`src/rtl/gmem_pkg.sv`:
```
// ----------------------------------------------------------------------------
// gmem_pkg
// Purpose : Shared frame-buffer geometry and gmem port widths for the
//           graphics memory writers and the video read path, plus the
//           state encoding of the rectangle-fill engine.
// Ports   : none (package)
// ----------------------------------------------------------------------------
package gmem_pkg;

  // Frame-buffer geometry; FB_W is also the row pitch in gmem words.
  localparam int FB_W   = 160;
  localparam int FB_H   = 120;

  // gmem port widths; DATA_W carries one RGB565 pixel.
  localparam int ADDR_W = 15;
  localparam int DATA_W = 16;

  // Width of the x0/y0/w/h fields of a fill command.
  localparam int XY_W   = 8;

  // Fill engine sequencing: IDLE -> SETUP -> FILL -> DONE -> IDLE.
  typedef enum logic [1:0] {
    IDLE  = 2'd0,
    SETUP = 2'd1,
    FILL  = 2'd2,
    DONE  = 2'd3
  } fill_state_t;

endpackage

```
`src/rtl/gmem_rect_clip.sv`:
```
// ----------------------------------------------------------------------------
// gmem_rect_clip
// Purpose : Combinational clip of a fill rectangle to the frame buffer.
//           The effective width/height are limited to the room left between
//           the origin and the right/bottom edge; an origin outside the
//           frame buffer yields a zero-sized rectangle.
// Ports   : i_x0, i_y0  rectangle origin (column, row)
//           i_w,  i_h   requested width/height in pixels
//           o_w,  o_h   effective width/height after clipping
// ----------------------------------------------------------------------------
module gmem_rect_clip
  import gmem_pkg::*;
(
  input  logic [XY_W-1:0] i_x0,
  input  logic [XY_W-1:0] i_y0,
  input  logic [XY_W-1:0] i_w,
  input  logic [XY_W-1:0] i_h,
  output logic [XY_W-1:0] o_w,
  output logic [XY_W-1:0] o_h
);

  logic [XY_W-1:0] w_roomX;
  logic [XY_W-1:0] w_roomY;

  // Room to the right/bottom edge is zero when the origin already lies
  // outside the frame buffer, which turns the command into a no-op.
  always_comb begin
    w_roomX = '0;
    w_roomY = '0;
    if (i_x0 < XY_W'(FB_W)) begin
      w_roomX = XY_W'(FB_W) - i_x0;
    end
    if (i_y0 < XY_W'(FB_H)) begin
      w_roomY = XY_W'(FB_H) - i_y0;
    end
    o_w = (i_w < w_roomX) ? i_w : w_roomX;
    o_h = (i_h < w_roomY) ? i_h : w_roomY;
  end

endmodule

```
`src/rtl/gmem_fill_engine.sv`:
```
// ----------------------------------------------------------------------------
// gmem_fill_engine
// Purpose : Writer-side master for gmem port A. Accepts rectangle-fill
//           commands and emits one RGB565 pixel write per cycle into the
//           row-major frame buffer (addr = y*FB_W + x, wrapping modulo
//           2**ADDR_W).
// Config  : GMEM_FILL_CLIP_EN - when defined, rectangles are clipped to the
//           frame buffer in SETUP; otherwise they are written as computed.
// Ports   : sys_clk_i          clock (also gmem port-A clock)
//           rst_i              asynchronous reset, active-low
//           cmd_valid_i/_ready_o  command handshake (ready only in IDLE)
//           cmd_x0_i, cmd_y0_i    rectangle origin
//           cmd_w_i,  cmd_h_i     rectangle size (0 = no-op)
//           cmd_color_i           fill colour
//           abort_i            stop the current fill (SETUP/FILL only)
//           busy_o             command in progress (SETUP/FILL/DONE)
//           done_o             one-cycle pulse on normal completion
//           gmemEn_o, gmemWEn_o, gmemAddr_o, gmemWData_o  gmem port A
// ----------------------------------------------------------------------------
module gmem_fill_engine
  import gmem_pkg::*;
(
  input  logic              sys_clk_i,
  input  logic              rst_i,
  input  logic              cmd_valid_i,
  output logic              cmd_ready_o,
  input  logic [XY_W-1:0]   cmd_x0_i,
  input  logic [XY_W-1:0]   cmd_y0_i,
  input  logic [XY_W-1:0]   cmd_w_i,
  input  logic [XY_W-1:0]   cmd_h_i,
  input  logic [DATA_W-1:0] cmd_color_i,
  input  logic              abort_i,
  output logic              busy_o,
  output logic              done_o,
  output logic              gmemEn_o,
  output logic              gmemWEn_o,
  output logic [ADDR_W-1:0] gmemAddr_o,
  output logic [DATA_W-1:0] gmemWData_o
);

  fill_state_t       r_state;
  logic [XY_W-1:0]   r_x0;
  logic [XY_W-1:0]   r_y0;
  logic [XY_W-1:0]   r_w;
  logic [XY_W-1:0]   r_h;
  logic [DATA_W-1:0] r_color;
  logic [XY_W-1:0]   r_col;
  logic [XY_W-1:0]   r_row;
  logic [ADDR_W-1:0] r_rowBase;
  logic              r_ready;
  logic              r_busy;
  logic              r_done;
  logic              r_wr;
  logic [ADDR_W-1:0] r_addr;
  logic [DATA_W-1:0] r_data;

  logic [XY_W-1:0]   w_effW;
  logic [XY_W-1:0]   w_effH;
  logic [ADDR_W-1:0] w_rowBase;
  logic [ADDR_W-1:0] w_nextBase;
  logic              w_lastCol;
  logic              w_lastRow;

`ifdef GMEM_FILL_CLIP_EN
  // Clip the latched rectangle to the frame buffer before the fill starts.
  gmem_rect_clip u_clip (
    .i_x0 (r_x0),
    .i_y0 (r_y0),
    .i_w  (r_w),
    .i_h  (r_h),
    .o_w  (w_effW),
    .o_h  (w_effH)
  );
`else
  // Without clipping the requested size is used as-is; out-of-range
  // rectangles spill into following rows or wrap around the address space.
  assign w_effW = r_w;
  assign w_effH = r_h;
`endif

  // Address arithmetic is done at ADDR_W bits so it wraps naturally.
  assign w_rowBase  = ADDR_W'(r_y0) * ADDR_W'(FB_W) + ADDR_W'(r_x0);
  assign w_nextBase = r_rowBase + ADDR_W'(FB_W);
  assign w_lastCol  = (r_col == r_w - XY_W'(1));
  assign w_lastRow  = (r_row == r_h - XY_W'(1));

  // The write strobes are registered, but an abort must cancel the write of
  // the very cycle it is seen in, so the enables are gated by abort_i.
  // r_wr is only ever set in FILL, so abort_i has no effect elsewhere.
  assign gmemEn_o    = r_wr & ~abort_i;
  assign gmemWEn_o   = r_wr & ~abort_i;
  assign gmemAddr_o  = r_addr;
  assign gmemWData_o = r_data;
  assign cmd_ready_o = r_ready;
  assign busy_o      = r_busy;
  assign done_o      = r_done;

  // Single FSM process: command latch, SETUP address computation, the
  // column/row walk during FILL and all registered outputs. In FILL the
  // outputs show the current pixel while the next pixel is prepared here.
  // Address and data are only updated when a write is launched so they
  // hold their last value between commands.
  always_ff @(posedge sys_clk_i or negedge rst_i) begin
    if (!rst_i) begin
      r_state   <= IDLE;
      r_x0      <= '0;
      r_y0      <= '0;
      r_w       <= '0;
      r_h       <= '0;
      r_color   <= '0;
      r_col     <= '0;
      r_row     <= '0;
      r_rowBase <= '0;
      r_ready   <= 1'b1;
      r_busy    <= 1'b0;
      r_done    <= 1'b0;
      r_wr      <= 1'b0;
      r_addr    <= '0;
      r_data    <= '0;
    end else begin
      case (r_state)
        IDLE: begin
          r_ready <= 1'b1;
          r_busy  <= 1'b0;
          r_done  <= 1'b0;
          r_wr    <= 1'b0;
          if (cmd_valid_i) begin
            r_x0    <= cmd_x0_i;
            r_y0    <= cmd_y0_i;
            r_w     <= cmd_w_i;
            r_h     <= cmd_h_i;
            r_color <= cmd_color_i;
            r_ready <= 1'b0;
            r_busy  <= 1'b1;
            r_state <= SETUP;
          end
        end
        SETUP: begin
          r_col     <= '0;
          r_row     <= '0;
          r_rowBase <= w_rowBase;
          r_w       <= w_effW;
          r_h       <= w_effH;
          if (abort_i) begin
            r_ready <= 1'b1;
            r_busy  <= 1'b0;
            r_state <= IDLE;
          end else if ((w_effW == '0) || (w_effH == '0)) begin
            r_done  <= 1'b1;
            r_state <= DONE;
          end else begin
            r_wr    <= 1'b1;
            r_addr  <= w_rowBase;
            r_data  <= r_color;
            r_state <= FILL;
          end
        end
        FILL: begin
          if (abort_i) begin
            r_wr    <= 1'b0;
            r_ready <= 1'b1;
            r_busy  <= 1'b0;
            r_state <= IDLE;
          end else if (w_lastCol && w_lastRow) begin
            r_wr    <= 1'b0;
            r_done  <= 1'b1;
            r_state <= DONE;
          end else if (w_lastCol) begin
            r_col     <= '0;
            r_row     <= r_row + XY_W'(1);
            r_rowBase <= w_nextBase;
            r_addr    <= w_nextBase;
          end else begin
            r_col  <= r_col + XY_W'(1);
            r_addr <= r_rowBase + ADDR_W'(r_col) + ADDR_W'(1);
          end
        end
        DONE: begin
          r_done  <= 1'b0;
          r_busy  <= 1'b0;
          r_ready <= 1'b1;
          r_state <= IDLE;
        end
        default: begin
          r_state <= IDLE;
        end
      endcase
    end
  end

endmodule
```
`config.mk`:
```
export PLATFORM = sky130hd
export DESIGN_NAME = gmem_fill_engine
export DESIGN_NICKNAME = d
export VERILOG_FILES = /design/src/rtl/gmem_pkg.sv /design/src/rtl/gmem_rect_clip.sv /design/src/rtl/gmem_fill_engine.sv
export SDC_FILE = /design/constraint.sdc
export NUM_CORES = 1
export LEC_CHECK = 0
export CAP_MARGIN = 40
export CORE_MARGIN = 2
export CORE_UTILIZATION = 55
export CTS_CLUSTER_DIAMETER = 50
export DETAILED_ROUTE_END_ITERATION = 16
export HOLD_SLACK_MARGIN = 0.12
export PLACE_DENSITY = 0.85
export RECOVER_POWER = 25
export SLEW_MARGIN = 0
export SYNTH_ARGS = -nofsm -noshare
export SYNTH_HDL_FRONTEND = slang
export SYNTH_HIERARCHICAL = 1
export SYNTH_SLANG_ARGS = --single-unit
```
`constraint.sdc`:
```
create_clock -name sys_clk_i -period 3.6 [get_ports sys_clk_i]
set_input_delay 1.08 -clock sys_clk_i [delete_from_list [all_inputs] [get_ports sys_clk_i]]
set_output_delay 1.08 -clock sys_clk_i [all_outputs]
set_load 0.02 [all_outputs]
```
==> flow_results.org, run 1 <==
** Logic synthesis
- Yosys printed 6 warnings.
- Of the total synthesized cell area, the portion taken by AND, OR, NAND and NOR gates is 0.148.
- Of all flip-flops after synthesis, the portion carrying an async set or reset was 1.00.
- Number of cells produced by synthesis :: 677
- Cell type contributing the most total cell area after synthesis :: dfrtp_1
- Post-synthesis share of cell area spent on full adders, half adders and majority gates :: 0.0659
- The synthesized netlist occupies a cell area of 0.00699 mm2.
- Synthesis produced a netlist with a net count of 764.
- Multiplexer area fraction after synthesis :: 0.137
- Counting distinct cell types in the post-synthesis netlist gives 77.
- Largest family of logic cells by synthesized area :: simple AND/OR/NAND/NOR gates
- By area the synthesized netlist is led by dfrtp_1, mux2_2, ha_1.
- A synthesized cell averages 10.3 um2.
- Of the total synthesized cell area, the portion taken by XOR and XNOR cells is 0.0514.
- Synthesized-area fraction occupied by ao, oa, aoi and oai cells :: 0.147
- Of the synthesized area, sequential elements account for 0.416.
- Flop and latch count out of synthesis :: 116
- The share of synthesized area in the top cell type comes to 0.412.
- EDFF count, synth :: 0
- The most used flip-flop cell after synthesis is dfrtp_1.

** Global routing
- Number of antenna violations at the first check in global routing :: 0
- Grt total ovfl :: 0
- GR Util All Layers :: 0.268
- Wire length of the first global-routing pass :: roughly 28 mm
- Vias in the first global route :: slightly below 6000
- Pin count of the biggest net entering global routing :: 48

** Detailed routing
- Highest routed metal layer :: met4
- For this run, the detailed router's first-pass iteration total came to 7.
- Routed Antenna Nets :: 0
- Detailed routing inserted a total of approximately 5700 vias.
- Wire segments on met2 add up to 8.48 mm in the final route.
- Summed over all nets, wire length on met3 after detailed routing comes to 1.19 mm.
- Drt total wl :: ~17 mm
- After the first detailed-routing iteration, the DRC count stood at 480.
- Remaining routing DRC violations :: 0
- The detailed router put a total of just over 7 mm of wire on met1.
- In the final routed layout, each cell accounts on average for 17.9 um.
- After detailed routing, the number of vias per cell comes to a little under 6.

** Placed design
- After detailed placement, the design holds a cell count of just over 900.
- HPWL after detailed placement :: ~12 mm
- Input and output buffers added on the ports amount to 87.
- The congestion estimate from routability-driven global placement came to 0.897.
- Prior to clock tree synthesis, the placed netlist has a worst setup slack of 0.183 ns.

** STA
- The final-report hold violation count came to 0.
- Worst slew slack as a fraction of its limit :: 0.197
- The routed design could run at a clock period as short as 3.42 ns.
- Adding up every negative setup slack in the final design gives 0 ns.
- Dividing the final minimum period by the clock period gives 0.951.
- Derived from the worst setup path, the maximum achievable clock frequency is 292 MHz.
- Slew Limit Fails :: 0
- Worst path setup slack after routing :: 0.178 ns
- Setup Viol. Count Final :: 0
- Pin slew with the least headroom to its limit :: 1.20 ns
- Worst hold margin :: just under 0.5 ns
- RSZ-0062 raised after global routing :: false
- Post-Route Skew :: about 0.011 ns

** Clock tree
- Clock-pin slew was measured on the worst setup and hold paths at 0.05 ns.
- After clock tree synthesis, the setup repair step added 0 buffers.
- Bufs on Longest Clock Path :: 2
- Library cell used as clock root buffer :: clkbuf_16
- Post-CTS resize count :: 0
- The number of clock buffers added by TritonCTS is 17.
- Clock latency on the worst-skew pair :: 0.42 ns
- TritonCTS built the clock tree.
- The clock drives 116 sinks.
- Count of H-tree levels built during CTS :: 4
- Number of buffers added to fix hold violations after cts :: 0

** Setup path
- The worst setup path is captured at a primary output.
- For the worst setup path, the data arrival time is 2.34 ns.
- Data required time at the worst endpoint :: roughly 2.5 ns
- Element type at the critical path start :: input pin
- Of all nets on the critical path, the largest fanout is 2.
- The startpoint identified for the worst register-to-register timing path is r_w[0]$_DFFE_PN0P_.
- In this run the worst setup path begins at abort_i.
- Critical Setup Path Class :: in -> out

** Finish
- The filler cells instantiated in the layout total 967.
- In the final design database the tool counted 857 nets.
- Most common cell after layout, fill and taps aside :: dfrtp_1
- In the final layout, the share of cells above drive strength 1 is 0.176.
- Excluding fillers, the count of instances in the completed layout stands at 955.
- The area growth from synthesis to layout is 24.0%.
- The library cells used most frequently in the layout, excluding fill and tap cells, are dfrtp_1, clkdlybuf4s50_1, mux2_2, nand2_1, nor2_1.
- The number of antenna diodes in the final layout is 0.

** Power
- Pwr dens :: about 1000 mW/mm2
- VDD sags by at most 557 uV.
- Summed over all cells, the static leakage comes to 3.64 nW.
- Overall power of the completed layout :: about 0.0088 W

** Floorplan
- Top-level port count :: a little under 90
- The core region is 0.0125 mm2.
- Core Rows :: 41
- The die is 117 um tall.
- From left edge to right edge, the die measures 117 um.
- Area of the die :: 0.0136 mm2
- Effective utilization at floorplan :: 0.558

** Run
- Max-cap check violation count :: 0

** Min path
- Startpoint of the tightest hold check path :: gmemAddr_o[10]$_DFFE_PN0P_
- Kind of path behind the tightest hold check :: reg -> reg

** Outcome
- Run status :: finished, final reports clean
## worst paths after layout
check                      slack [ns]                          to  cells past startpoint
min in group asynchronous        0.91    r_rowBase[4]$_DFFE_PN0P_                      1
max in group asynchronous        1.01        r_col[0]$_DFFE_PN0P_                      2
max                              0.18                    gmemEn_o                      3
min reg2reg                      0.50  gmemAddr_o[10]$_DFFE_PN0P_                      2
max reg2reg                      0.51        r_col[7]$_DFFE_PN0P_                      9
min                              0.50  gmemAddr_o[10]$_DFFE_PN0P_                      2
## per-layer routing
metal	vias up	track usage
met5	-	0
met4	0	0.118
met3	36	0.0618
met2	218	0.435
met1	2748	0.344
li1	2649	-
## power by group
group | leakage (nW) | internal [W] | total, W | switching (W)
Combinational | 1.95 | 0.00215 | 0.00466 | 0.00251
Sequential | 1.40 | 0.00191 | 0.00244 | 0.000531
Clock | 0.286 | 0.00109 | 0.00172 | 0.000629
Total | 3.64 | 0.00515 | 0.00882 | 0.00367
## cell usage after synthesis, types with 5 or more instances
| master | n |
|---|---|
| dfrtp_1 | 115 |
| mux2_2 | 69 |
| nand2_1 | 49 |
| nor2_1 | 41 |
| o21ai_0 | 33 |
| ha_1 | 32 |
| a21oi_1 | 30 |
| inv_1 | 28 |
| nand3_1 | 26 |
| xnor2_1 | 23 |
| clkbuf_1 | 18 |
| xor2_1 | 18 |
| mux2i_1 | 17 |
| nor3_1 | 13 |
| o21a_1 | 8 |
| nand2b_1 | 7 |
| nor2b_1 | 7 |
| o31ai_1 | 7 |
| a211oi_1 | 6 |
| a21o_1 | 6 |
| and3_1 | 6 |
| o211ai_1 | 6 |
| o21ai_1 | 6 |
| or3_1 | 6 |
| a31oi_1 | 5 |
| nand4_1 | 5 |
## per-stage QoR
stage                     instance area (um2)  utilization
after floorplan                          6990            -
after detailed placement                 8070        0.645
after global routing                     8660        0.692
after CTS                                8680        0.693
final                                    8660        0.692
after global placement                   8070        0.645
## final cells by class
type                            instances  area, um2  area share
Multi-Input combinational cell        505       3840       0.443
Sequential cell                       116       2900       0.335
Timing Repair Buffer                  102        988       0.114
Clock buffer                           17        425      0.0491
Tap cell                              172        215      0.0248
Clock inverter                         15        183      0.0211
Inverter                               28        105      0.0121
## critical path, cell delays in order
cell             delay, ns
clkdlybuf4s50_1       0.43
nor2b_1               0.18
clkdlybuf4s50_1       0.65
## sequential cells by signal (all words and copies together) (netlist names), 15 cells and up
name	cells
gmemWData_o	16
r_color	16
gmemAddr_o	15
r_rowBase	15
## kinds of logic after synthesis
group                    Yosys count
AO/OA/AOI/OAI                    149
XOR/XNOR                          41
adder cells (fa/ha/maj)           35
buffers and inverters             56
flip-flops                       116
multiplexers                      87
AND/OR/NAND/NOR                  193
Note: power is estimated with default switching activity, not from simulation.
==> inputs of run 2 (changes only) <==
CORE_ASPECT_RATIO = 1.5   (was unset)
==> flow_results.org, run 2 (synthesis results as in run 1) <==
** Outcome
- The run finished with clean final reports.

** Placed design
- Pre-CTS WS :: approximately 0.22 ns
- Quantity of I/O buffers inserted on ports :: 87
- HPWL after detailed placement :: roughly 12 mm
- Routability-driven placement finished with a final weighted congestion of around 0.96.

** Global routing
- Pin count of the biggest net entering global routing :: 65
- The total overflow left after global routing is 0.
- GR Util All Layers :: 0.272
- The via count of the first global-routing pass is 6108.
- The first global-routing pass estimated 29.0 mm of wire.
- Global-route track usage on met3 :: 0.0450
- The initial antenna violation count came to 0.
- Busiest layer in global routing :: met2
- For this run, global-route usage on met1 was measured as 0.317.
- Met2 usage in global routing :: 0.474

** STA
- Across the routed clock network, the largest skew measured is ~0.0074 ns.
- Final hold analysis gives a worst-case slack of 0.501 ns.
- The final-report max-slew violation count is 0.
- Headroom to the max-slew limit came out at 0.0109.
- Highest clock rate :: 294 MHz
- In the post-route analysis, the smallest setup slack over all paths is 0.197 ns.
- Final critical-path share of the clock period :: 0.945
- Summed over all failing endpoints, the final setup total negative slack is 0 ns.
- Time the worst path needs with I/O delays and setup :: 3.40 ns
- Setup violations remaining at the end of the flow were counted as 0.
- Setup repair after global routing left no endpoint under its margin.
- Final hold viol count :: 0
- Pin slew with the least headroom to its limit :: 1.48 ns

** Finish
- In the final design database the tool counted approximately 860 nets.
- Fraction of final layout cells with drive strength greater than 1 :: 0.175
- Most used cells in the layout excluding fill and tap cells :: dfrtp_1, clkdlybuf4s50_1, mux2_2, nand2_1, nor2_1
- The area growth from synthesis to layout is 23.3%.
- Multi-input gate area :: 0.00384 mm2
- Footprint of the flip-flops and latches :: 0.00290 mm2
- After filler insertion, the fill cell instance count of the layout stands at 847.
- Leaving out fill and tap cells, the most frequent cell in the layout is dfrtp_1.
- The repair_antennas step left the layout with diodes totalling 0.

** Setup path
- Highest fanout seen on the critical path :: 14
- Endpoint type of the worst setup path :: flip-flop
- At the worst endpoint, the arrival time is 3.72 ns.
- The worst setup path is of the reg -> reg kind.
- STA classifies the critical path startpoint as a flip-flop.
- Across all register-to-register paths, the minimum setup slack is 0.20 ns.
- For the worst setup path, the data required time is 3.92 ns.

** Power
- IR analysis of the VDD net gives a maximum drop of 651 uV.
- The analysis attributes to cell leakage a power of about 3.6 nW.
- For this design the ratio of total power to cell area is 1010 mW/mm2.

** Run
- Max-cap check violation count :: 0

** Clock tree
- The root buffer cell chosen for the clock tree is clkbuf_16.
- Number of sinks on the clock net :: 116
- The number of setup buffers added after CTS is 0.
- Clock-pin slew was measured on the worst setup and hold paths at 0.06 ns.
- Count of H-tree levels built during CTS :: 4
- Counting the buffers created by CTS gives 17.
- Hold repair after CTS inserted 0 buffers.
- CTS tree :: done
- Bufs on Longest Clock Path :: 2
- Post-CTS repair changed the size of 0 cells.
- The later pin in the worst-skew pair is clocked with a latency of around 0.40 ns.

** Floorplan
- Effective utilization at floorplan :: 0.561
- Width of the die :: 96.0 um
- The die covers 0.0136 mm2.
- From bottom edge to top edge, the die measures 142 um.
- Top-level port count :: 88
- CORE AREA :: 0.0124 mm2
- The floorplan has 50 rows.

** Detailed routing
- Number of DRC markers in iteration 0 :: around 480
- The first TritonRoute pass finished after 6 iterations.
- Dividing the detail-routed wire length by the instance count gives 18.6 um.
- Summing over every cut layer, the via total after detailed routing is 5771.
- Dividing the detail-routed via count by the number of cells gives 6.15.
- Routed Antenna Nets :: 0
- Drt total wl :: 17.5 mm
- After detailed routing, the number of remaining DRC violations is 0.

** Min path
- The min-delay analysis places its worst path in the category reg -> reg.
run 2: layout make-up:
cell class / instances / area share
clock inverter: 14 / 0.0179
inverter: 28 / 0.0122
multi-input combinational: 505 / 0.446
timing repair buffer: 102 / 0.113
tap: 156 / 0.0227
clock buffer: 18 / 0.0510
sequential: 116 / 0.337
run 2: critical path, stage by stage (launching register included):
cell and delay (ns):
dfrtp_1 0.46, inv_1 0.10, ha_1 0.21, or3b_1 0.42
nor3_1 0.25, nand4b_1 0.22, a211o_1 0.56, o21ai_2 0.32
or4_1 0.59, a21oi_1 0.18
run 2: power breakdown:
group | switching, W | internal, W | total [W]
logic | 0.00245 | 0.00215 | 0.00459
registers | 0.000537 | 0.00191 | 0.00245
clock network | 0.000633 | 0.00104 | 0.00167
total | 0.00362 | 0.00510 | 0.00871
run 2: path summary, 6_finish.rpt:
| path | startpoint | end | cells past startpoint |
|---|---|---|---|
| min in group asynchronous | rst_i | gmemWData_o[3]$_DFFE_PN0P_ | 1 |
| max in group asynchronous | rst_i | r_row[6]$_DFFE_PN0P_ | 2 |
| hold reg to reg | r_color[8]$_DFFE_PN0P_ | gmemWData_o[8]$_DFFE_PN0P_ | 1 |
| setup reg to reg | r_w[0]$_DFFE_PN0P_ | r_col[6]$_DFFE_PN0P_ | 9 |
| setup / recovery | r_w[0]$_DFFE_PN0P_ | r_col[6]$_DFFE_PN0P_ | 9 |
| hold / removal | r_color[8]$_DFFE_PN0P_ | gmemWData_o[8]$_DFFE_PN0P_ | 1 |
run 2: metrics by stage:
step	total power [W]	util	std cells	instance area, um2
after CTS	0.00869	0.693	939	8630
after floorplan	0.00559	-	677	6990
after global placement	0.00670	0.646	907	8040
final	0.00871	0.692	939	8610
after detailed placement	0.00695	0.646	907	8040
after global routing	0.00928	0.692	939	8610
run 2: metal layers:
layer / vias up / routed length, um
li1: 2641 / -
met1: 2782 / 6370
met2: 274 / 9210
met3: 74 / 1120
met4: 0 / 739
met5: - / 0
